**config.mk**
```make
export PLATFORM = sky130hd
export DESIGN_NAME = frame_buf_ctrl_flat
export DESIGN_NICKNAME = d
export VERILOG_FILES = /design/src/rtl/frame_buf_pkg.sv /design/src/rtl/frame_buf_ctrl_if.sv /design/src/rtl/frame_buf_ctrl.sv /design/src/flat_wrapper.sv
export SDC_FILE = /design/constraint.sdc
export NUM_CORES = 1
export LEC_CHECK = 0
export ABC_AREA = 1
export BUFFER_PORTS_ARGS = -buffer_cell sky130_fd_sc_hd__buf_2
export CAP_MARGIN = 20
export CELL_PAD_IN_SITES_DETAIL_PLACEMENT = 1
export CELL_PAD_IN_SITES_GLOBAL_PLACEMENT = 2
export CORE_MARGIN = 4
export CORE_UTILIZATION = 16
export DETAILED_ROUTE_END_ITERATION = 16
export HOLD_SLACK_MARGIN = 0.05
export PLACE_DENSITY = 0.83
export SYNTH_ARGS = -nofsm -noshare
export SYNTH_HDL_FRONTEND = slang
export SYNTH_SLANG_ARGS = --single-unit
export TNS_END_PERCENT = 50
```
**constraint.sdc**
```tcl
create_clock -name wr_clk -period 1.59 [get_ports wr_clk]
set_input_delay 0.159 -clock wr_clk [delete_from_list [all_inputs] [get_ports wr_clk]]
set_output_delay 0.159 -clock wr_clk [all_outputs]
set_load 0.02 [all_outputs]
```
**src/rtl/frame_buf_pkg.sv**
```systemverilog
// frame_buf_pkg: shared state encodings and polarity constants for the ping-pong frame buffer controller
package frame_buf_pkg;
  localparam logic ASSERT_H = 1'b1;
  localparam logic DEASSERT_H = 1'b0;
  typedef enum logic [1:0] {W_IDLE, W_FILL, W_DROP} w_state_t;
  typedef enum logic {R_IDLE, R_READ} r_state_t;
endpackage

```
**src/rtl/frame_buf_ctrl_if.sv**
```systemverilog
// frame_buf_ctrl_if: writer/reader handshake and external memory strobes of the frame buffer controller
interface frame_buf_ctrl_if #(
  parameter int DATA_WIDTH = 32,
  parameter int ADDR_WIDTH = 3
);
  logic wr_valid;
  logic wr_sof;
  logic wr_ready;
  logic [DATA_WIDTH-1:0] wr_data;
  logic [DATA_WIDTH-1:0] mem_wr_data;
  logic rd_req;
  logic frame_rdy;
  logic mem_wr_en;
  logic [ADDR_WIDTH:0] mem_wr_addr;
  logic mem_rd_en;
  logic [ADDR_WIDTH:0] mem_rd_addr;
  logic rd_valid;
  logic rd_last;
  logic overrun;
  modport master (
    output wr_valid, wr_sof, wr_data, rd_req,
    input  wr_ready, frame_rdy, mem_wr_en, mem_wr_addr, mem_wr_data, mem_rd_en, mem_rd_addr, rd_valid, rd_last, overrun
  );
  modport slave (
    input  wr_valid, wr_sof, wr_data, rd_req,
    output wr_ready, frame_rdy, mem_wr_en, mem_wr_addr, mem_wr_data, mem_rd_en, mem_rd_addr, rd_valid, rd_last, overrun
  );
endinterface

```
**src/rtl/frame_buf_ctrl.sv**
```systemverilog
// frame_buf_ctrl: ping-pong frame buffer controller driving an external two-bank memory
// (address MSB selects the bank, low bits are the word pointer).
module frame_buf_ctrl
  import frame_buf_pkg::*;
#(
  parameter int DATA_WIDTH = 32,
  parameter int ADDR_WIDTH = 3
) (
  input  logic wr_clk,
  input  logic reset,
  frame_buf_ctrl_if.slave bus
);
  w_state_t w_state;
  r_state_t r_state;
  logic wr_buf, rd_buf;
  logic [1:0] full;
  logic [ADDR_WIDTH-1:0] wr_ptr, rd_ptr, wr_cur;
  logic wr_acc, wr_start, wr_drop, wr_en, wr_done, rd_en, rd_done, rd_valid_q, overrun_q;
  // a start-of-frame inside W_FILL restarts the same bank, so it never needs a free check
  always_comb begin
    wr_acc = bus.wr_valid & !reset;
    wr_start = wr_acc & bus.wr_sof & (w_state == W_FILL | !full[wr_buf]);
    wr_drop = wr_acc & bus.wr_sof & w_state != W_FILL & full[wr_buf];
    wr_en = wr_start | (wr_acc & w_state == W_FILL);
    wr_cur = wr_start ? '0 : wr_ptr;
    wr_done = wr_en & (&wr_cur);
    rd_en = bus.rd_req & full[rd_buf] & !reset;
    rd_done = rd_en & (&rd_ptr);
  end
  assign bus.wr_ready = reset ? DEASSERT_H : ASSERT_H;
  assign bus.frame_rdy = full[rd_buf] & !reset;
  assign bus.mem_wr_en = wr_en;
  assign bus.mem_wr_addr = reset ? '0 : {wr_buf, wr_cur};
  assign bus.mem_wr_data = DATA_WIDTH'(bus.wr_data);
  assign bus.mem_rd_en = rd_en;
  assign bus.mem_rd_addr = reset ? '0 : {rd_buf, rd_ptr};
  assign bus.rd_last = rd_done;
  assign bus.rd_valid = rd_valid_q;
  assign bus.overrun = overrun_q;
  // writer sets and reader clears always hit different banks, so both apply together
  always_ff @(posedge wr_clk) begin
    if (reset) begin
      w_state <= W_IDLE;
      r_state <= R_IDLE;
      wr_buf <= DEASSERT_H;
      rd_buf <= DEASSERT_H;
      full <= '0;
      wr_ptr <= '0;
      rd_ptr <= '0;
      rd_valid_q <= DEASSERT_H;
      overrun_q <= DEASSERT_H;
    end else begin
      w_state <= wr_done ? W_IDLE : wr_en ? W_FILL : wr_drop ? W_DROP : w_state;
      r_state <= rd_done ? R_IDLE : rd_en ? R_READ : r_state;
      wr_buf <= wr_buf ^ wr_done;
      rd_buf <= rd_buf ^ rd_done;
      wr_ptr <= wr_done ? '0 : wr_en ? wr_cur + 1'b1 : wr_ptr;
      rd_ptr <= rd_done ? '0 : rd_en ? rd_ptr + 1'b1 : rd_ptr;
      full <= (full | (2'(wr_done) << wr_buf)) & ~(2'(rd_done) << rd_buf);
      rd_valid_q <= rd_en;
      overrun_q <= wr_drop;
    end
  end
endmodule
```
**src/flat_wrapper.sv**
```systemverilog
// flat-port wrapper written by rule: the top's interface ports become plain ports
module frame_buf_ctrl_flat import frame_buf_pkg::*;
#(
  parameter int DATA_WIDTH = 32,
  parameter int ADDR_WIDTH = 3
)
  (wr_clk, reset, bus_wr_valid, bus_wr_sof, bus_wr_data, bus_rd_req, bus_wr_ready, bus_frame_rdy, bus_mem_wr_en, bus_mem_wr_addr, bus_mem_wr_data, bus_mem_rd_en, bus_mem_rd_addr, bus_rd_valid, bus_rd_last, bus_overrun);
  frame_buf_ctrl_if #(.DATA_WIDTH(DATA_WIDTH), .ADDR_WIDTH(ADDR_WIDTH)) bus_i ();
  input  logic wr_clk;
  input  logic reset;
  input wire logic [$bits(bus_i.wr_valid)-1:0] bus_wr_valid;
  input wire logic [$bits(bus_i.wr_sof)-1:0] bus_wr_sof;
  input wire logic [$bits(bus_i.wr_data)-1:0] bus_wr_data;
  input wire logic [$bits(bus_i.rd_req)-1:0] bus_rd_req;
  output wire logic [$bits(bus_i.wr_ready)-1:0] bus_wr_ready;
  output wire logic [$bits(bus_i.frame_rdy)-1:0] bus_frame_rdy;
  output wire logic [$bits(bus_i.mem_wr_en)-1:0] bus_mem_wr_en;
  output wire logic [$bits(bus_i.mem_wr_addr)-1:0] bus_mem_wr_addr;
  output wire logic [$bits(bus_i.mem_wr_data)-1:0] bus_mem_wr_data;
  output wire logic [$bits(bus_i.mem_rd_en)-1:0] bus_mem_rd_en;
  output wire logic [$bits(bus_i.mem_rd_addr)-1:0] bus_mem_rd_addr;
  output wire logic [$bits(bus_i.rd_valid)-1:0] bus_rd_valid;
  output wire logic [$bits(bus_i.rd_last)-1:0] bus_rd_last;
  output wire logic [$bits(bus_i.overrun)-1:0] bus_overrun;
  assign bus_i.wr_valid = bus_wr_valid;
  assign bus_i.wr_sof = bus_wr_sof;
  assign bus_i.wr_data = bus_wr_data;
  assign bus_i.rd_req = bus_rd_req;
  assign bus_wr_ready = bus_i.wr_ready;
  assign bus_frame_rdy = bus_i.frame_rdy;
  assign bus_mem_wr_en = bus_i.mem_wr_en;
  assign bus_mem_wr_addr = bus_i.mem_wr_addr;
  assign bus_mem_wr_data = bus_i.mem_wr_data;
  assign bus_mem_rd_en = bus_i.mem_rd_en;
  assign bus_mem_rd_addr = bus_i.mem_rd_addr;
  assign bus_rd_valid = bus_i.rd_valid;
  assign bus_rd_last = bus_i.rd_last;
  assign bus_overrun = bus_i.overrun;
  frame_buf_ctrl #(.DATA_WIDTH(DATA_WIDTH), .ADDR_WIDTH(ADDR_WIDTH)) u_core (.wr_clk(wr_clk), .reset(reset), .bus(bus_i));
endmodule
```
==> results of run 1 <==
==> timing repair <==
action / CTS / global route
gates resized for setup: 23 / 22
buffers inserted: 2 / 1
pin swaps: 7 / 8
setup endpoints to repair: 10 / 12
==> layout make-up <==
class / instances / area [µm²]
multi-input combinational: 71 / 527
clock buffer: 4 / 55.1
fill: 731 / 4740
timing repair buffer: 33 / 220
inverter: 25 / 98.8
sequential: 14 / 288
tap: 75 / 93.8
==> state kept, by name (all words and copies together) (netlist names) <==
register / flops
u_core.bus.rd_valid: 1
u_core.full: 2
u_core.w_state: 2
u_core.wr_buf: 1
u_core.bus.overrun: 1
u_core.rd_ptr: 3
u_core.wr_ptr: 3
u_core.rd_buf: 1
==> per-stage QoR <==
step,worst slack (ns),setup TNS (ns),hold slack [ns],instances,power (µW)
after detailed placement,-0.0808,-0.283,0.318,215,461
after global placement,-0.0238,-0.0374,0.318,215,460
after CTS,-0.000766,-0.00108,0.203,221,838
after floorplan,0.00963,0,0.237,143,539
after global routing,-0.0956,-0.531,0.208,222,872
final,-0.0133,-0.0192,0.208,222,834
==> cell usage after synthesis, drive strengths merged <==
cell type	n	area [µm²]
a21oi	1	5.00
nand4	1	12.5
ha	8	100
nand2	24	110
inv	25	93.8
nor3	5	25.0
nor2	24	90.1
clkbuf	1	3.75
buf	32	240
dfxtp	14	280
o21ai	3	15.0
nand3	5	30.0
==> worst reg2reg max path, cell delays in order (launching register included) <==
cell                      delay (ns)
sky130_fd_sc_hd__dfxtp_4        0.36
sky130_fd_sc_hd__inv_2          0.06
sky130_fd_sc_hd__nand2_2        0.06
sky130_fd_sc_hd__nand3_4        0.09
sky130_fd_sc_hd__nand2_4        0.08
sky130_fd_sc_hd__inv_4          0.08
sky130_fd_sc_hd__nor2_4         0.04
sky130_fd_sc_hd__ha_4           0.16
sky130_fd_sc_hd__ha_4           0.15
sky130_fd_sc_hd__nand2_4        0.07
sky130_fd_sc_hd__inv_4          0.05
sky130_fd_sc_hd__ha_4           0.15
sky130_fd_sc_hd__nor2_2         0.10
sky130_fd_sc_hd__nor3_1         0.05
==> per-layer routing <==
layer | part of all wire | wire length [µm] | track usage | vias to the layer above
li1 | - | - | - | 405
met1 | 0.41 | 1020 | 0.0732 | 362
met2 | 0.51 | 1270 | 0.116 | 16
met3 | 0.055 | 135 | 0.0170 | 4
met4 | 0.019 | 46 | 0.0404 | 0
met5 | 0 | 0 | 0 | -
==> worst paths after layout <==
kind	startpoint	endpoint	slack [ns]	cells after the start
worst max-delay path	u_core.wr_buf$_SDFF_PP0_	u_core.full[0]$_SDFF_PP0_	-0.01	13
worst max register to register	u_core.wr_buf$_SDFF_PP0_	u_core.full[0]$_SDFF_PP0_	-0.01	13
worst min-delay path	bus_wr_sof	u_core.bus.overrun$_SDFF_PP0_	0.21	3
worst min register to register	u_core.full[0]$_SDFF_PP0_	u_core.full[0]$_SDFF_PP0_	0.49	2
==> logic make-up (layout without fill, tap and decap cells) <==
family,count (synthesis),in the layout,share of synthesized area
simple gates,59,59,0.266
buf+inv,58,62,0.336
flops,14,14,0.279
fa+ha+maj,8,8,0.0995
compound gates,4,4,0.0199
==> where the power goes <==
part | internal (µW) | switching (µW)
sequential | 356 | 4.52
clock | 220 | 139
combinational | 45.6 | 69.0
==> impl_metrics.json, run 1 <==
{
  "status": "finished with violations",
  "failed_checks": "negative setup slack",
  "cp_top_family": "simple AND/OR/NAND/NOR gates",
  "timing.fmax_mhz": 624,
  "rsz0062_at_grt": "yes",
  "synth.distinct_cells": 17,
  "timing.final.max_slew_violations": 0,
  "max_slew.worst_pin.slew_ns": 0.202,
  "critical_path.n_buffers_inverters": 3,
  "place_hpwl_um": 1770,
  "tritoncts": "built",
  "most_common_library_cell_in_the_layout_ignoring_fill_and_taps": "sky130_fd_sc_hd__nor2_1",
  "setup_ws_ns": -0.0133,
  "synth_area_per_cell_um2": 7.03,
  "synth.yosys.warnings": 0,
  "cts_made_buffers": 3,
  "placedInstanceArea_um2": 1040,
  "cts_root_buf": "sky130_fd_sc_hd__clkbuf_8",
  "initial_cell_density_of_the_core": 0.167,
  "number_of_global_route_vias_before_repair": 863,
  "overall_global_routing_resource_usage": 0.0673,
  "final_core_utilization": 0.213,
  "crit_path_cell_trace": "inv_2 > nand2_2 > nand3_4 > nand2_4 > inv_4 > nor2_4 > ha_4 > ha_4 > nand2_4 > inv_4 > ha_4 > nor2_2 > nor3_1",
  "coreArea_um2": 6030,
  "grt_max_degree": 15,
  "gpl.final_weighted_congestion": 0.771,
  "worst_setup_start_kind": "flop",
  "numPortBuffers": 19,
  "floorplan.die.height_um": 87.3,
  "hold_path.class": "in -> reg",
  "report.final.setup_viol": 2,
  "wp_data_arrival_ns": 1.73,
  "design.final.nets": 193,
  "cts.sinks": 14,
  "yosysSeqAreaShare": 0.279,
  "ios": 84,
  "final_layout_size_suffix_gt1_frac": 0.503,
  "remaining_drc_errors": 0,
  "clk_path_buf_depth": 2,
  "critical_path.max_stage_delay_ns": 0.36,
  "cp.required_ns": 1.72,
  "route.final.wire_length_um": 2470,
  "syn_area_um2": 1010,
  "max_cap_violations": 0,
  "routedWlPerCell_um": 11.1,
  "path_class": "reg -> reg",
  "most_used_cell_along_the_critical_path": "sky130_fd_sc_hd__ha_4",
  "nets_in_the_synthesized_netlist": 188,
  "finish.instance_area_um2": 1280,
  "grt_first_pass_wirelength_um": 3950,
  "critical_path.max_fanout": 3,
  "vdd_ir_drop_max_uv": 252,
  "critical_path.slowest_cell": "sky130_fd_sc_hd__dfxtp_4",
  "drt_iter0_drc": 25,
  "remaining_antenna_violation_count": 0,
  "initial_antenna_violation_count": 0,
  "area_delta_synth_final_pct": 27.5,
  "hold_buffers": 0,
  "slew_headroom": 0.865,
  "endpoint_class_of_the_critical_path": "flop",
  "clock_period_minus_final_worst_setup_slack_ns": 1.60,
  "route.vias.total": 787,
  "drt_first_pass_iters": 2,
  "final_hold_viol_count": 0,
  "grt_remaining_overflow": 0,
  "finalCritPeriodShare": 1.01,
  "power_leakage_uw": 0.000633,
  "ys_seq_elements": 14,
  "clock_network_latency_to_the_later_pin_of_the_worst_skew_pair_ns": 0.25,
  "fp.dieArea_um2": 7620,
  "final.setup_skew_ns": 0.00186,
  "vias_per_cell": 3.55,
  "die_width_um": 87.3,
  "num_antenna_cells": 0,
  "clkSlewWorstSetupHoldPaths_ns": 0.06,
  "syn-instance-count": 143,
  "placement_rows": 28,
  "cts_htree_levels": 1,
  "mostFrequentLayoutCells": "sky130_fd_sc_hd__nor2_1 (19), sky130_fd_sc_hd__nand2_1 (17), sky130_fd_sc_hd__buf_4 (17)",
  "cellPowerDensity_nw_per_um2": 651
}
Power figures use the tool's default switching activity.
==> inputs of run 2 (changes only) <==
PLACE_DENSITY = 0.78   (was 0.83)
SKIP_CTS_REPAIR_TIMING = 1   (was not set)
==> run 2 against run 1 <==
Against the previous run:
- the flow still finishes with violations (negative setup slack)
- utilization is 0.66 points lower
- power fell by 0.84%
- final cell count down 0.45%
- die area unchanged
- via count is 0.38% higher
- sequential share of layout area grew 0.92 points
- combinational power down 9%
- largest cell class unchanged
==> impl_metrics.json, run 2 (synthesized netlist as in run 1, its figures left out) <==
{
  "initial_cell_density_of_the_core": 0.167,
  "worst_setup_start_kind": "flop",
  "clock_period_minus_final_worst_setup_slack_ns": 1.62,
  "cts_made_buffers": 3,
  "max_slew.worst_pin.slew_ns": 0.224,
  "grt_util_met1": 0.0585,
  "final_hold_viol_count": 0,
  "top_usage_layer": "met2",
  "route.vias.total": 790,
  "cellPowerDensity_nw_per_um2": 666,
  "vdd_ir_drop_max_uv": 241,
  "clk_path_buf_depth": 2,
  "ios": 84,
  "gpl.final_weighted_congestion": 0.713,
  "drt_first_pass_iters": 2,
  "setup_tns_ns": -0.0519,
  "place_hpwl_um": 1730,
  "max_cap_violations": 0,
  "switching_pwr_uw": 212,
  "endpoint_class_of_the_critical_path": "flop",
  "grt_first_pass_wirelength_um": 3730,
  "area_delta_synth_final_pct": 23.5,
  "vias_per_cell": 3.57,
  "coreArea_um2": 6030,
  "clock_network_latency_to_the_later_pin_of_the_worst_skew_pair_ns": 0.25,
  "multi_input_area_um2": 509,
  "fp.dieArea_um2": 7620,
  "power.clock.fraction": 0.438,
  "largestRegisters": "u_core.rd_ptr: 3 flops, u_core.wr_ptr: 3 flops",
  "grt_max_degree": 15,
  "hold-worst-slack_ns": 0.206,
  "initial_antenna_violation_count": 0,
  "rsz0062_at_grt": "yes",
  "cts_root_buf": "sky130_fd_sc_hd__clkbuf_8",
  "critical_path.max_fanout": 4,
  "remaining_drc_errors": 0,
  "num_antenna_cells": 0,
  "finalCritPeriodShare": 1.02,
  "register_cell_area_after_layout_um2": 290,
  "setup_ws_ns": -0.0277,
  "cts_htree_levels": 1,
  "p_seq_frac": 0.436,
  "final_layout_size_suffix_gt1_frac": 0.514,
  "nFillCells": 740,
  "timing.fmax_mhz": 618,
  "mostFrequentLayoutCells": "sky130_fd_sc_hd__nor2_1 (18), sky130_fd_sc_hd__buf_2 (18), sky130_fd_sc_hd__inv_1 (16), sky130_fd_sc_hd__nand2_1 (16), sky130_fd_sc_hd__buf_4 (14)",
  "cp.required_ns": 1.76,
  "cellInternalPower_uw": 615,
  "drt_iter0_drc": 33,
  "post-layout-total-power_uw": 827,
  "slew_headroom": 0.849,
  "grt_remaining_overflow": 0,
  "tritoncts": "built",
  "hold_path.class": "in -> reg",
  "power_frac_comb": 0.127,
  "numPortBuffers": 19,
  "cts.sinks": 14,
  "design.final.nets": 192,
  "remaining_antenna_violation_count": 0,
  "floorplan.die.height_um": 87.3,
  "die_width_um": 87.3,
  "path_class": "reg -> reg",
  "placement_rows": 28,
  "status": "finished with violations",
  "wp_data_arrival_ns": 1.79,
  "route.final.wire_length_um": 2430,
  "power_leakage_uw": 0.000621,
  "clkSlewWorstSetupHoldPaths_ns": 0.06,
  "globalRouteMet2Util": 0.119,
  "routedWlPerCell_um": 11.0,
  "pre_cts_ws_ns": -0.0701,
  "timing.final.max_slew_violations": 0,
  "overall_global_routing_resource_usage": 0.0633,
  "final.setup_skew_ns": 0.00131,
  "report.final.setup_viol": 3,
  "failed_checks": "negative setup slack",
  "grt_use_met3": 0.0123,
  "netSwitchingFraction": 0.256,
  "number_of_global_route_vias_before_repair": 825
}
[run 2: cell types whose count changed in the layout (fill, tap and decap cells not counted), moves of 2 or more]
cell	delta
sky130_fd_sc_hd__buf_2	+4
sky130_fd_sc_hd__buf_4	-3
sky130_fd_sc_hd__buf_6	-2
sky130_fd_sc_hd__dfxtp_1	-2
sky130_fd_sc_hd__dfxtp_2	+2
sky130_fd_sc_hd__nor2_2	+3
sky130_fd_sc_hd__nor2_4	-2
sky130_fd_sc_hd__nor3_1	+2
[run 2: per-stage QoR]
stage                     instance area (µm²)  instances   util
after floorplan                          1010        143      -
after global routing                     1240        221  0.206
after CTS                                1100        219  0.182
final                                    1240        221  0.206
after global placement                   1040        215  0.173
after detailed placement                 1040        215  0.173
[run 2: path summary, 6_finish.rpt]
kind,cells past startpoint,startpoint,to,slack [ns]
worst max-delay path,13,u_core.wr_buf$_SDFF_PP0_,u_core.full[1]$_SDFF_PP0_,-0.03
worst min-delay path,3,bus_wr_sof,u_core.bus.overrun$_SDFF_PP0_,0.21
worst max register to register,13,u_core.wr_buf$_SDFF_PP0_,u_core.full[1]$_SDFF_PP0_,-0.03
worst min register to register,2,u_core.rd_ptr[0]$_SDFFE_PP0P_,u_core.rd_ptr[0]$_SDFFE_PP0P_,0.50
[run 2: routing by layer]
metal | share of wire | wire length, µm
met3 | 0.042 | 103
met4 | 0.026 | 63
met1 | 0.37 | 896
met2 | 0.56 | 1370
met5 | 0 | 0
[run 2: cell type report]
cell class                      count  area share
Inverter                           25      0.0796
Tap cell                           75      0.0755
Timing Repair Buffer               32       0.157
Multi-Input combinational cell     71       0.410
Sequential cell                    14       0.234
Clock buffer                        4      0.0443
[run 2: power by group through the flow]
| stage | clock, µW | combinational (µW) | sequential (µW) |
|---|---|---|---|
| 6_report | 362 | 105 | 361 |
| 5_1_grt | 391 | 119 | 362 |
| 4_1_cts | 374 | 92.1 | 361 |
| 3_5_place_dp | 0 | 90.2 | 369 |
| 3_3_place_gp | 0 | 89.8 | 369 |
| 2_1_floorplan | 0 | 170 | 369 |
[run 2: critical path: stages, from the launching register on]
cell and delay [ns]:
sky130_fd_sc_hd__dfxtp_4 0.36, sky130_fd_sc_hd__inv_2 0.04, sky130_fd_sc_hd__nand2_2 0.07, sky130_fd_sc_hd__nand3_4 0.08
sky130_fd_sc_hd__nand2_4 0.10, sky130_fd_sc_hd__inv_4 0.06, sky130_fd_sc_hd__nor2_4 0.12, sky130_fd_sc_hd__ha_4 0.14
sky130_fd_sc_hd__ha_4 0.13, sky130_fd_sc_hd__nand2_4 0.06, sky130_fd_sc_hd__inv_4 0.07, sky130_fd_sc_hd__ha_4 0.12
sky130_fd_sc_hd__nor2_2 0.03, sky130_fd_sc_hd__nor3_1 0.15
==> inputs of run 3 (changes only) <==
ABC_AREA = 0   (was 1)
CORE_UTILIZATION = 18   (was 16)
PLACE_DENSITY = 0.79   (was 0.78)
==> run 3 against run 2 <==
Against the previous run:
- the run still ends with negative setup slack left
- critical path depth shrank 4
- sequential power is essentially flat
- critical path type unchanged
- combinational power shrank 24%
- highest routed layer unchanged
- largest cell class unchanged
- global-route usage shrank 0.33 points
- hold slack lost 0.028 ns
- clock skew grew 0.0019 ns
- area after synthesis grew 2.7%
- sequential share of layout area shrank 0.43 points
- clock power is essentially flat
- utilization grew 1.5 points
- maximum frequency shrank 15%
==> impl_metrics.json, run 3 <==
{
  "critical_path.reg2reg.startpoint": "u_core.wr_buf$_SDFF_PP0_",
  "synthTopCellsByCount": "sky130_fd_sc_hd__buf_4 (32), sky130_fd_sc_hd__dfxtp_1 (14), sky130_fd_sc_hd__nor2_1 (11)",
  "mostFrequentLayoutCells": "sky130_fd_sc_hd__buf_2 (17), sky130_fd_sc_hd__buf_4 (16), sky130_fd_sc_hd__dfxtp_1 (13)",
  "failed_checks": "negative setup slack",
  "cts_htree_levels": 1,
  "num_antenna_cells": 0,
  "place_hpwl_um": 1560,
  "route.final.wire_length_um": 2130,
  "placement_rows": 27,
  "most_common_library_cell_in_the_layout_ignoring_fill_and_taps": "sky130_fd_sc_hd__buf_2",
  "synthMostInstantiatedCell": "sky130_fd_sc_hd__buf_4",
  "power_leakage_uw": 0.000578,
  "synth.distinct_cells": 33,
  "worst_setup_start_kind": "flop",
  "area_delta_synth_final_pct": 18.8,
  "hold-worst-slack_ns": 0.178,
  "finish.instance_area_um2": 1230,
  "rsz0062_at_grt": "yes",
  "remaining_antenna_violation_count": 0,
  "syn_area_um2": 1030,
  "cts.sinks": 14,
  "route.vias.total": 680,
  "routedWlPerCell_um": 11.5,
  "initial_cell_density_of_the_core": 0.187,
  "syn-instance-count": 110,
  "vdd_ir_drop_max_uv": 234,
  "fp.dieArea_um2": 7020,
  "grt_use_met3": 0.0148,
  "cts_root_buf": "sky130_fd_sc_hd__clkbuf_8",
  "gpl.final_weighted_congestion": 0.739,
  "critical_path.max_stage_delay_ns": 0.34,
  "ys_seq_elements": 14,
  "rr_endpoint": "u_core.full[1]$_SDFF_PP0_",
  "cts_made_buffers": 3,
  "cellPowerDensity_nw_per_um2": 653,
  "slew_headroom": 0.871,
  "largestRegisters": "u_core.rd_ptr: 3 flops, u_core.wr_ptr: 3 flops",
  "final.setup_skew_ns": 0.00321,
  "timing.reg2reg.worst_path_depth": 9,
  "remaining_drc_errors": 0,
  "synth_area_per_cell_um2": 9.40,
  "pre_cts_ws_ns": -0.300,
  "number_of_global_route_vias_before_repair": 753,
  "grt_max_degree": 17,
  "critical_path.n_buffers_inverters": 0,
  "clkSlewWorstSetupHoldPaths_ns": 0.07,
  "grt_util_met1": 0.0686,
  "yosysSeqAreaShare": 0.271,
  "synth_largest_type_area_fraction": 0.271,
  "final_layout_size_suffix_gt1_frac": 0.588,
  "synth_async_sr_flop_share": 0,
  "numPortBuffers": 19,
  "finalCritPeriodShare": 1.19,
  "synth_area_leader_cell": "sky130_fd_sc_hd__dfxtp_1",
  "design.final.nets": 160,
  "r2r_slack_ns": -0.30,
  "path_class": "reg -> reg",
  "drt_iter0_drc": 30,
  "final_hold_viol_count": 0,
  "cp_top_family": "adder cells",
  "tritoncts": "built",
  "coreArea_um2": 5540,
  "cp.required_ns": 1.72,
  "clk_path_buf_depth": 2,
  "clock_period_minus_final_worst_setup_slack_ns": 1.89,
  "max_cap_violations": 0,
  "critical_path.slowest_cell": "sky130_fd_sc_hd__dfxtp_2",
  "critical_path.max_fanout": 4,
  "overall_global_routing_resource_usage": 0.0600,
  "ys_dominant_reg_cell": "sky130_fd_sc_hd__dfxtp_1",
  "synth_edf_count": 0,
  "die_width_um": 83.8,
  "synth.area.top_cells": "sky130_fd_sc_hd__dfxtp_1 (27%), sky130_fd_sc_hd__buf_4 (23%), sky130_fd_sc_hd__ha_1 (9.7%)",
  "min_from": "bus_rd_req",
  "most_used_cell_along_the_critical_path": "sky130_fd_sc_hd__ha_4",
  "clock_network_latency_to_the_later_pin_of_the_worst_skew_pair_ns": 0.25,
  "initial_antenna_violation_count": 0,
  "grt_remaining_overflow": 0,
  "nets_in_the_synthesized_netlist": 155,
  "timing.final.max_slew_violations": 0,
  "status": "finished with violations",
  "floorplan.die.height_um": 83.8,
  "top_usage_layer": "met2",
  "synth.yosys.warnings": 0,
  "drt_first_pass_iters": 2,
  "grt_first_pass_wirelength_um": 3480,
  "ios": 84,
  "vias_per_cell": 3.66,
  "hold_path.class": "in -> reg",
  "timing.hold.worst_path_depth": 2,
  "worst_hold_path.endpoint": "u_core.bus.rd_valid$_SDFF_PP0_",
  "timing.fmax_mhz": 528,
  "crit_path_cell_trace": "mux2_4 > a21o_1 > and2_4 > ha_4 > ha_4 > and2_4 > ha_4 > nor2_2 > nor3_1",
  "wp_data_arrival_ns": 2.03,
  "globalRouteMet2Util": 0.0991,
  "setup_ws_ns": -0.303,
  "report.final.setup_viol": 11,
  "endpoint_class_of_the_critical_path": "flop",
  "max_slew.worst_pin.slew_ns": 0.192,
  "placedInstanceArea_um2": 1070
}
run 3: changes by cell type after synthesis, moves of 3 or more:
cell and change:
sky130_fd_sc_hd__and2_1 +4, sky130_fd_sc_hd__inv_2 -3, sky130_fd_sc_hd__nor3_1 -3, sky130_fd_sc_hd__nand2_1 -19
sky130_fd_sc_hd__mux2_4 +4, sky130_fd_sc_hd__inv_1 -18, sky130_fd_sc_hd__nand3_1 -3, sky130_fd_sc_hd__nor2_1 -13
sky130_fd_sc_hd__and3_1 +3
run 3: kinds of logic after synthesis:
kind of cell,count (synthesis),synth area share
multiplexers,5,0.0678
AO/OA/AOI/OAI,9,0.0739
AND/OR/NAND/NOR,36,0.229
buffers and inverters,38,0.261
adder cells (fa/ha/maj),8,0.0969
flip-flops,14,0.271
run 3: final cells by class:
class	instances	area, µm²
fill	649	4310
multi-input combinational	58	567
sequential	14	282
timing repair buffer	34	216
tap	72	90.1
clock buffer	4	55.1
inverter	4	17.5
run 3: worst max path at each step:
stage | startpoint | end | slack, ns | cells after the start
3_5_place_dp | u_core.wr_buf$_SDFF_PP0_ | u_core.full[1]$_SDFF_PP0_ | -0.30 | 9
5_1_grt | u_core.wr_buf$_SDFF_PP0_ | u_core.full[1]$_SDFF_PP0_ | -0.38 | 9
3_3_place_gp | u_core.wr_buf$_SDFF_PP0_ | u_core.full[1]$_SDFF_PP0_ | -0.26 | 9
6_report | u_core.wr_buf$_SDFF_PP0_ | u_core.full[1]$_SDFF_PP0_ | -0.30 | 9
2_1_floorplan | u_core.wr_buf$_SDFF_PP0_ | u_core.wr_buf$_SDFF_PP0_ | -0.29 | 8
4_1_cts | u_core.wr_buf$_SDFF_PP0_ | u_core.full[1]$_SDFF_PP0_ | -0.32 | 9
run 3: through the flow:
step | util | instances | setup TNS (ns) | total power [µW]
after floorplan | - | 110 | -0.993 | 520
after global placement | 0.194 | 179 | -0.921 | 438
after detailed placement | 0.194 | 179 | -1.19 | 439
after CTS | 0.203 | 183 | -1.81 | 801
after global routing | 0.222 | 186 | -3.09 | 836
final | 0.222 | 186 | -2.30 | 802
run 3: where the power goes:
part / total, µW / internal, µW / switching, µW
Combinational: 79.6 / 40.0 / 39.6
Sequential: 360 / 356 / 3.74
Clock: 362 / 219 / 142
Total: 802 / 616 / 186
run 3: routing by layer:
metal	up-vias	wire length [µm]
met5	-	0
met3	2	160
li1	341	-
met1	323	911
met2	14	1030
met4	0	27
